**config.mk**
```make
export PLATFORM = sky130hd
export DESIGN_NAME = stopwatch_ctrl
export DESIGN_NICKNAME = d
export VERILOG_FILES = /design/src/rtl/stopwatch_pkg.sv /design/src/rtl/rise_detect.sv /design/src/rtl/stopwatch_ctrl.sv
export SDC_FILE = /design/constraint.sdc
export NUM_CORES = 1
export LEC_CHECK = 0
export CAP_MARGIN = 20
export CORE_AREA = 4 4 41 43
export CTS_CLUSTER_DIAMETER = 200
export DETAILED_ROUTE_END_ITERATION = 7
export DIE_AREA = 0 0 45 47
export GPL_ROUTABILITY_DRIVEN = 0
export GPL_TIMING_DRIVEN = 0
export HOLD_SLACK_MARGIN = 0.1
export PLACE_DENSITY = 0.67
export SETUP_SLACK_MARGIN = 0.02
export SYNTH_ARGS = -nofsm -noshare
export SYNTH_HDL_FRONTEND = slang
export SYNTH_SLANG_ARGS = --single-unit
```
**constraint.sdc**
```tcl
create_clock -name clk -period 2.88 [get_ports clk]
set_clock_uncertainty 0.15 [all_clocks]
set_input_delay 0.288 -clock clk [delete_from_list [all_inputs] [get_ports clk]]
set_output_delay 0.288 -clock clk [all_outputs]
set_load 0.05 [all_outputs]
```
**src/rtl/stopwatch_pkg.sv**
```systemverilog
// stopwatch_pkg: shared state encodings and blink mask constants for the stopwatch controller
package stopwatch_pkg;
  typedef enum logic [1:0] {RUN = 2'b00, PAUSED = 2'b01, ADJUST = 2'b10} state_t;
  localparam logic [3:0] MASK_MIN = 4'b1100;
  localparam logic [3:0] MASK_SEC = 4'b0011;
endpackage

```
**src/rtl/rise_detect.sv**
```systemverilog
// rise_detect: rising-edge detector with a configurable history value after reset
module rise_detect #(
  parameter logic RST_VAL = 1'b1
) (
  input  logic clk,
  input  logic rst,
  input  logic d,
  output logic rise
);
  logic hist_q, hist_d;
  always_comb hist_d = d;
  always_ff @(posedge clk) hist_q <= rst ? RST_VAL : hist_d;
  assign rise = d & ~hist_q;
endmodule

```
**src/rtl/stopwatch_ctrl.sv**
```systemverilog
// stopwatch_ctrl: run/pause/adjust FSM issuing counter pulses and adjust-digit blink mask
module stopwatch_ctrl
  import stopwatch_pkg::*;
#(
  parameter int BLINK_ENABLE = 1
) (
  input  logic       clk,
  input  logic       rst,
  input  logic       tick_1hz,
  input  logic       tick_2hz,
  input  logic       tick_4hz,
  input  logic       pse,
  input  logic       adj,
  input  logic       sel,
  output logic       clr,
  output logic       inc_sec,
  output logic       adj_sec,
  output logic       inc_min,
  output logic [3:0] blink_mask,
  output logic [1:0] state
);
  state_t     state_q, state_d;
  logic       pause_flag_q, pause_flag_d;
  logic       blink_phase_q, blink_phase_d;
  logic       clr_q, clr_d;
  logic       inc_sec_q, inc_sec_d;
  logic       adj_sec_q, adj_sec_d;
  logic       inc_min_q, inc_min_d;
  logic [3:0] blink_mask_q, blink_mask_d;
  logic       pse_rise, live, enter_adj, flag_n;
  rise_detect #(.RST_VAL(1'b1)) u_pse (
    .clk (clk),
    .rst (rst),
    .d   (pse),
    .rise(pse_rise)
  );
  // ticks are ignored while clr is still asserted after reset
  always_comb begin
    live          = ~clr_q;
    enter_adj     = state_q != ADJUST && adj;
    flag_n        = pause_flag_q ^ pse_rise;
    state_d       = enter_adj ? ADJUST :
                    state_q == ADJUST ? (adj ? ADJUST : flag_n ? PAUSED : RUN) :
                    pse_rise ? (state_q == RUN ? PAUSED : RUN) : state_q;
    pause_flag_d  = enter_adj ? (state_q == PAUSED) ^ pse_rise :
                    state_q == ADJUST ? flag_n : pause_flag_q;
    blink_phase_d = enter_adj ? 1'b0 : blink_phase_q ^ (state_q == ADJUST && live && tick_4hz);
    clr_d         = 1'b0;
    inc_sec_d     = live && tick_1hz && state_q == RUN;
    inc_min_d     = live && tick_2hz && state_q == ADJUST && !sel;
    adj_sec_d     = live && tick_2hz && state_q == ADJUST && sel;
    blink_mask_d  = (BLINK_ENABLE != 0 && state_d == ADJUST && blink_phase_d) ?
                    (sel ? MASK_SEC : MASK_MIN) : 4'b0000;
  end
  always_ff @(posedge clk) begin
    if (rst) begin
      state_q       <= RUN;
      pause_flag_q  <= 1'b0;
      blink_phase_q <= 1'b0;
      clr_q         <= 1'b1;
      inc_sec_q     <= 1'b0;
      adj_sec_q     <= 1'b0;
      inc_min_q     <= 1'b0;
      blink_mask_q  <= 4'b0000;
    end else begin
      state_q       <= state_d;
      pause_flag_q  <= pause_flag_d;
      blink_phase_q <= blink_phase_d;
      clr_q         <= clr_d;
      inc_sec_q     <= inc_sec_d;
      adj_sec_q     <= adj_sec_d;
      inc_min_q     <= inc_min_d;
      blink_mask_q  <= blink_mask_d;
    end
  end
  assign clr        = clr_q;
  assign inc_sec    = inc_sec_q;
  assign adj_sec    = adj_sec_q;
  assign inc_min    = inc_min_q;
  assign blink_mask = blink_mask_q;
  assign state      = state_q;
endmodule
```
* Word-level counts from Yosys, hierarchy flattened
Index checks and enable logic that the tools add are counted.
** Storage, ports and cells
- Bits in registers :: 13
- Output and inout port bits :: 10
** Cells by class
- Equal/unequal tests :: 4
- Muxes and demuxes :: 11
- Bitwise gates (word level) :: 7
- Reductions and logical operators :: 14
** Operators with widths (number)
- logical AND 1 bit :: 10
- 2-to-1 mux 2 bit :: 4
- 2-to-1 mux 1 bit :: 6
- equality test 2 bit (second input constant) :: 2
- 2-to-1 mux 4 bit :: 1
- inverter 1 bit :: 3
- XOR 1 bit :: 3
- equality test 2 x 1 -> 1 bit (second input constant) :: 1
- logical NOT 2 bit :: 1
- != test 2 bit (second input constant) :: 1
- nonzero test 2 bit :: 1
- OR reduction 2 bit :: 1
- bitwise AND 1 bit :: 1
- logical NOT 1 bit :: 1

* Longest topological paths before layout
Gate-level depths: netlist of the first run.
- Depth after elaboration :: 11
- Depth in mapped cells :: 5
- Depth with buffers taken out :: 4

* Cells and area by module
A second synthesis of the first run with hierarchy kept.
** Second synthesis, totals
- Cell total of the unflattened synthesis :: 47
- Area, all modules :: 436.7 sq um
** Modules (own cells, without submodules)
- stopwatch_ctrl :: instances 1, cells an instance 44, area each 404.1 sq um, seq. area each 200.2 sq um
- rise_detect :: instances 1, cells an instance 3, area each 32.5 sq um, seq. area each 20.0 sq um

* Least setup slack after synthesis of the first run
OpenSTA, ideal clock, no wires.
- Path kind :: reg2reg
- Start :: reg state_q[0], in the netlist state[0]
- End :: reg pause_flag_q
- Setup time :: 88 ps
- Arrival :: 1252 ps
- Data required time :: 2642 ps
- Path slack :: 1389 ps
- Cell stages (with the launch flop) :: 5
- Path buffers :: 0
- Clock period less this slack :: 1491 ps
- Cells stage by stage :: dfxtp_1 nor2_1 a31oi_1 o21ai_1 a221oi_2
** Between the ends
- Cells in the longest elaborated chain, start to end :: 3
** Ends and longest elaborated chain
- start, declared :: line stopwatch_ctrl.sv:22 : state_t state_q, state_d;
- start signal, assigned :: line stopwatch_ctrl.sv:66 : state_q <= state_d;
- equality test 2 x 1 -> 1 bit / != test 2 bit (equally long branches) :: line stopwatch_ctrl.sv:45, stopwatch_ctrl.sv:40
- XOR 1 bit / logical AND 1 bit (equally long branches) :: line stopwatch_ctrl.sv:45, stopwatch_ctrl.sv:40
- 2-to-1 mux 1 bit / nonzero test 2 bit (equally long branches)
- end signal, assigned :: line stopwatch_ctrl.sv:67 : pause_flag_q <= pause_flag_d;
- end, declared :: line stopwatch_ctrl.sv:23 : logic pause_flag_q, pause_flag_d;
Several ways; a longest one is shown, not always the timed one.
A chain may end at the register's enable or synchronous reset.

* Final worst setup path of the first run
- Start :: reg state_q[0], in the netlist state[0]
- End :: out state[0]
** RTL lines
- end, declared :: line stopwatch_ctrl.sv:20 : output logic [1:0] state
No word-level cell between the ends.

==> impl_metrics.py, run 1 <==
metrics = {
    "outcome": {
        "run_status": "finished, final reports clean",
    },
    "logic_synthesis": {
        "fraction_of_synthesized_cell_area_taken_by_the_top_area_cell_type_pct": 46.7,
        "synth_flop_cell": "sky130_fd_sc_hd__dfxtp_1",
        "synth_cells": 50,
        "async_reset_ff_share_pct": 0,
        "synth.area.top_cells": "sky130_fd_sc_hd__dfxtp_1 (47%), sky130_fd_sc_hd__nor2_1 (5.6%), sky130_fd_sc_hd__buf_4 (4.8%)",
        "netlist.top_cell.by_area": "sky130_fd_sc_hd__dfxtp_1",
        "synth_edf_count": 0,
        "ys_seq_elements": 11,
        "syn-num-nets": 58,
        "yosysWarningCount": 0,
        "sequential_fraction_of_the_synthesis_area_pct": 46.7,
        "synth.cell_area_um2": 472,
        "ys_types": 22,
        "postSynthAreaPerCell_um2": 9.43,
    },
    "clock_network": {
        "htree_num_levels": 1,
        "tritoncts.num_buffers": 3,
        "cts_buffer_depth": 2,
        "clock_latency_late_sink_ns": 0.26,
        "post-cts-setup-buffers": 0,
        "clkSlewWorstSetupHoldPaths_ns": 0.07,
        "cts_root_buffer": "sky130_fd_sc_hd__clkbuf_4",
        "cts-resized-gates": 0,
        "hold_buffers": 0,
        "cts.sinks": 11,
        "tritoncts": "done",
    },
    "sta": {
        "hold_viol": 0,
        "worst_max_slew_margin_expressed_relative_to_the_limit_pct": 67.0,
        "timing_max_transition_violations_final": 0,
        "holdWs_ns": 0.110,
        "setup_repair_after_global_routing_missed_its_margin": "no",
        "tightest_slew_ns": 0.494,
        "achievable-frequency_ghz": 0.489,
        "period_needed_ns": 2.04,
        "finalSetupViolCount": 0,
        "finalSetupTns_ns": 0,
        "post-route-period-util_pct": 71.0,
    },
    "power_and_ir_drop": {
        "power_density_nw_per_um2": 459,
        "internal_power_uw": 233,
        "sw_frac_of_total_pct": 25.3,
        "combinationalPowerShare_pct": 16.1,
        "switching_power_summed_over_all_nets_uw": 78.9,
        "maximum_vdd_ir_drop_v": 0.000242,
        "static_power_due_to_leakage_nw": 0.268,
        "pwr-share-seq_pct": 51.7,
        "pwr-share-clk_pct": 32.1,
    },
    "critical_path": {
        "crit_fanout": 8,
        "cp_arrival_ns": 1.61,
        "critical-path-max-stage-delay_ns": 0.86,
        "worstSetupStartpointType": "flop",
        "end_kind": "output pin",
        "critical_path.n_buffers_inverters": 1,
        "worstSetupPathType": "reg2out",
        "crit_path_max_delay_family": "buffers and inverters",
        "required_ns": 2.44,
        "crit_path_top_delay_cell": "sky130_fd_sc_hd__clkdlybuf4s50_1",
        "cp_cell_sequence": "clkdlybuf4s50_1",
    },
    "hold_path": {
        "timing.hold.worst.class": "in2reg",
    },
    "global_route": {
        "antenna_found_initial": 0,
        "grtUsageTotal_pct": 8.90,
        "grt_start_max_net_pins": 10,
        "grt_pass1_wl_um": 1260,
        "grt_overflow": 0,
        "via_count_of_the_first_global_routing_pass": 309,
    },
    "placed_design": {
        "io_buffers": 16,
        "dp_hpwl_um": 619,
    },
    "die": {
        "dieArea_um2": 2120,
        "die_w_um": 45,
        "chipHeight_um": 47,
        "floorplan.core_area_um2": 1300,
        "boundaryPins": 18,
        "rows": 13,
        "initial_utilization_pct": 36.2,
    },
    "cells_and_area": {
        "filler_cell_count": 129,
        "drive_gt1_share_pct": 20.0,
        "antennaDiodeCount": 0,
        "most-common-layout-cells": "sky130_fd_sc_hd__clkdlybuf4s50_1 (16), sky130_fd_sc_hd__dfxtp_1 (11), sky130_fd_sc_hd__nor2_1 (7)",
        "nNetsFinal": 79,
        "areaGrowthSynthToFinish_pct": 43.8,
        "mostFrequentLayoutCell": "sky130_fd_sc_hd__clkdlybuf4s50_1",
    },
    "drt": {
        "dr_total_vias": 389,
        "drt_first_iter_violations": 8,
        "antenna_violating_nets_post_route": 0,
        "drt_wl_total_um": 797,
        "detail_route.wl_per_cell_um": 9.38,
        "post-route-drc-count": 0,
        "vias_per_cell": 4.58,
        "number_of_detailed_routing_iterations_run_before_antenna_repair": 2,
    },
    "flow_run": {
        "timing.max_cap.violations": 0,
    },
}
## synthesized netlist by cell type, types with 2 or more instances
cell type and count:
sky130_fd_sc_hd__dfxtp_1 11, sky130_fd_sc_hd__nor2_1 7, sky130_fd_sc_hd__a21oi_1 3, sky130_fd_sc_hd__buf_4 3, sky130_fd_sc_hd__nor3_1 3, sky130_fd_sc_hd__a31oi_1 2
sky130_fd_sc_hd__buf_6 2, sky130_fd_sc_hd__inv_1 2, sky130_fd_sc_hd__nand2b_1 2, sky130_fd_sc_hd__o21ai_1 2, sky130_fd_sc_hd__xnor2_1 2
## per-stage QoR
| stage | worst slack (ns) | power (mW) | util [%] | area (um^2) | cells |
|---|---|---|---|---|---|
| floorplan | 1.39 | 0.196 | - | 472 | 50 |
| global placement | 1.12 | 0.215 | 50.0 | 651 | 81 |
| detailed placement | 1.12 | 0.215 | 50.0 | 651 | 81 |
| CTS | 0.824 | 0.317 | 52.1 | 678 | 85 |
| global route | 0.768 | 0.332 | 52.1 | 678 | 85 |
| finish | 0.835 | 0.312 | 52.1 | 678 | 85 |
## cells by family after synthesis
kind of cell    synth area share (%)
simple gates                    26.0
flops                           46.7
compound gates                  12.5
buf+inv                         11.1
xor+xnor                        3.71
## layout make-up
| class | count | area (um^2) | area share (%) |
|---|---|---|---|
| sequential | 11 | 220 | 32.5 |
| inverter | 2 | 7.51 | 1.11 |
| tap | 15 | 18.8 | 2.77 |
| buffer | 5 | 45.0 | 6.64 |
| multi-input combinational | 32 | 199 | 29.3 |
| clock buffer | 3 | 22.5 | 3.32 |
| clock inverter | 1 | 5.00 | 0.738 |
| timing repair buffer | 16 | 160 | 23.6 |
## power groups by stage
stage / Combinational, mW / Sequential (mW) / Clock [mW]
finish: 0.0503 / 0.161 / 0.100
global route: 0.0540 / 0.162 / 0.116
CTS: 0.0507 / 0.161 / 0.105
detailed placement: 0.0506 / 0.165 / 0
global placement: 0.0501 / 0.165 / 0
floorplan: 0.0220 / 0.174 / 0
## sequential cells by signal, summed over array words and instances, names as in the netlist
signal,cells
adj_sec,1
inc_min,1
inc_sec,1
blink_phase_q,1
state,2
u_pse.hist_q,1
pause_flag_q,1
blink_mask,2
clr,1
## layer usage
metal,vias to the layer above,routed length [um],track usage [%]
li1,207,-,-
met2,9,346,13.8
met5,-,0,0
met3,0,53,5.75
met4,0,0,5.26
met1,173,398,9.03
## path summary, 6_finish.rpt
kind,startpoint,endpoint,slack [ns],depth (start not counted)
worst max-delay path,state[0],state[0],0.84,1
worst min-delay path,adj,state[0],0.11,2
worst max register to register,state[0],pause_flag_q,1.63,4
worst min register to register,clr,adj_sec,0.44,2
## worst reg2reg max path, delay by kind of cell, from the launching register on
family	cells	cell delay [ns]
compound gates	3	0.43
simple gates	1	0.10
flops	1	0.48
Power figures use the tool's default switching activity.
==> inputs of run 2 (changes only) <==
Settings changed: CORE_AREA 4 4 41 43 to unset, CORE_MARGIN set to 4, CORE_UTILIZATION set to 36, DIE_AREA 0 0 45 47 to unset, PLACE_DENSITY 0.67 to 0.7.
Clock period 2.88 ns to 1.8 ns, I/O delays scaled along.
==> run 2 against run 1 <==
  * Total power grew 62%
  * Combinational power up 59%
  * Global-route usage is 0.76 points higher
  * Hold slack improved by 0.14 ns
  * Utilization increased by 6.2 points
  * Non-clock buffer count rose by 1
  * Final area rose by 0.74%
  * Sequential power grew 60%
  * Largest power group unchanged
  * Largest cell class unchanged
  * Sequential share of layout area decreased by 0.24 points
  * Clock power grew 67%
==> impl_metrics.py, run 2 (synthesized netlist as in run 1, its figures left out) <==
metrics = {
    "outcome": {
        "run_status": "finished, final reports clean",
    },
    "die": {
        "rows": 12,
        "boundaryPins": 18,
        "dieArea_um2": 1950,
        "initial_utilization_pct": 40.3,
        "die_w_um": 44.2,
        "floorplan.core_area_um2": 1170,
        "chipHeight_um": 44.2,
    },
    "drt": {
        "wl_met3_um": 93,
        "top_layer_used": "met3",
        "met2_wirelength_um": 387,
        "detail_route.wl_per_cell_um": 10.0,
        "dr_total_vias": 412,
        "number_of_detailed_routing_iterations_run_before_antenna_repair": 4,
        "antenna_violating_nets_post_route": 0,
        "drt_wl_total_um": 852,
        "drt_first_iter_violations": 12,
        "post-route-drc-count": 0,
        "route.layer.met1.wl_um": 371,
        "vias_per_cell": 4.85,
    },
    "global_route": {
        "via_count_of_the_first_global_routing_pass": 355,
        "grtUsageTotal_pct": 9.67,
        "antenna_found_initial": 0,
        "grt_overflow": 0,
        "grt_pass1_wl_um": 1410,
        "grt_start_max_net_pins": 10,
    },
    "placed_design": {
        "io_buffers": 16,
        "dp_hpwl_um": 624,
        "dp_cells": 80,
        "post-place-ws_ns": 0.146,
        "postPlaceCellArea_um2": 649,
    },
    "sta": {
        "tightest_slew_ns": 0.499,
        "post-route-period-util_pct": 95.7,
        "achievable-frequency_ghz": 0.581,
        "final_critical_path_setup_slack_ns": 0.0776,
        "hold_viol": 0,
        "finalSetupViolCount": 0,
        "setup_repair_after_global_routing_missed_its_margin": "no",
        "holdWs_ns": 0.252,
        "finalSetupTns_ns": 0,
        "period_needed_ns": 1.72,
        "worst_max_slew_margin_expressed_relative_to_the_limit_pct": 66.7,
        "timing_max_transition_violations_final": 0,
    },
    "critical_path": {
        "crit_path_max_delay_family": "buffers and inverters",
        "crit_path_top_delay_cell": "sky130_fd_sc_hd__clkdlybuf4s50_1",
        "required_ns": 1.47,
        "cp_cell_sequence": "clkdlybuf4s50_1",
        "critical-path-max-stage-delay_ns": 0.80,
        "worstSetupStartpointType": "flop",
        "critical_path.n_buffers_inverters": 1,
        "crit_fanout": 2,
        "worstSetupPathType": "reg2out",
        "end_kind": "output pin",
        "cp_arrival_ns": 1.39,
    },
    "cells_and_area": {
        "antennaDiodeCount": 0,
        "layout.cells.non_filler": 85,
        "drive_gt1_share_pct": 19.7,
        "nNetsFinal": 80,
        "areaGrowthSynthToFinish_pct": 44.8,
        "final_standard_cell_utilization_of_the_core_pct": 58.3,
        "most-common-layout-cells": "sky130_fd_sc_hd__dfxtp_1 (11), sky130_fd_sc_hd__clkdlybuf4s50_1 (10), sky130_fd_sc_hd__nor2_1 (7)",
        "mostFrequentLayoutCell": "sky130_fd_sc_hd__dfxtp_1",
        "stdcell_area_um2": 683,
    },
    "power_and_ir_drop": {
        "static_power_due_to_leakage_nw": 0.310,
        "maximum_vdd_ir_drop_v": 0.000352,
        "p_total_uw": 505,
        "power_density_nw_per_um2": 739,
    },
    "clock_network": {
        "cts_root_buffer": "sky130_fd_sc_hd__clkbuf_4",
        "htree_num_levels": 1,
        "cts_buffer_depth": 2,
        "clock_latency_late_sink_ns": 0.26,
        "cts.sinks": 11,
        "clkSlewWorstSetupHoldPaths_ns": 0.07,
        "tritoncts": "done",
        "tritoncts.num_buffers": 3,
    },
    "flow_run": {
        "timing.max_cap.violations": 0,
    },
    "hold_path": {
        "timing.hold.worst.class": "in2reg",
    },
}
==> run 2: routing by layer <==
| metal | up-vias | track usage (%) |
|---|---|---|
| li1 | 210 | - |
| met1 | 180 | 11.0 |
| met2 | 22 | 15.4 |
| met3 | 0 | 3.66 |
| met4 | 0 | 5.42 |
| met5 | - | 0 |
==> run 2: timing repair <==
action,4_1_cts,5_1_grt
setup endpoints to repair,5,1
resized for setup,5,1
buffers inserted,0,0
endpoints found under the hold margin,4,0
pin swaps,0,0
hold buffers,1,0
==> run 2: report_power, final <==
part / internal [mW] / total, mW / switching (mW)
sequential: 0.251 / 0.258 / 0.00712
combinational: 0.0385 / 0.0799 / 0.0414
clock: 0.0822 / 0.167 / 0.0852
total: 0.371 / 0.505 / 0.134
==> run 2: cell type report <==
type,count,area [um^2]
fill,104,488
sequential,11,220
multi-input combinational,32,199
timing repair buffer,17,166
buffer,5,45.0
clock buffer,3,22.5
tap,14,17.5
inverter,2,7.51
clock inverter,1,5.00
==> run 2: worst paths after layout <==
kind | startpoint | end | slack [ns] | cells past startpoint
max | blink_mask[2] | blink_mask[2] | 0.08 | 1
min | rst | clr | 0.25 | 1
max reg2reg | state[0] | pause_flag_q | 0.56 | 4
min reg2reg | clr | inc_min | 0.45 | 2
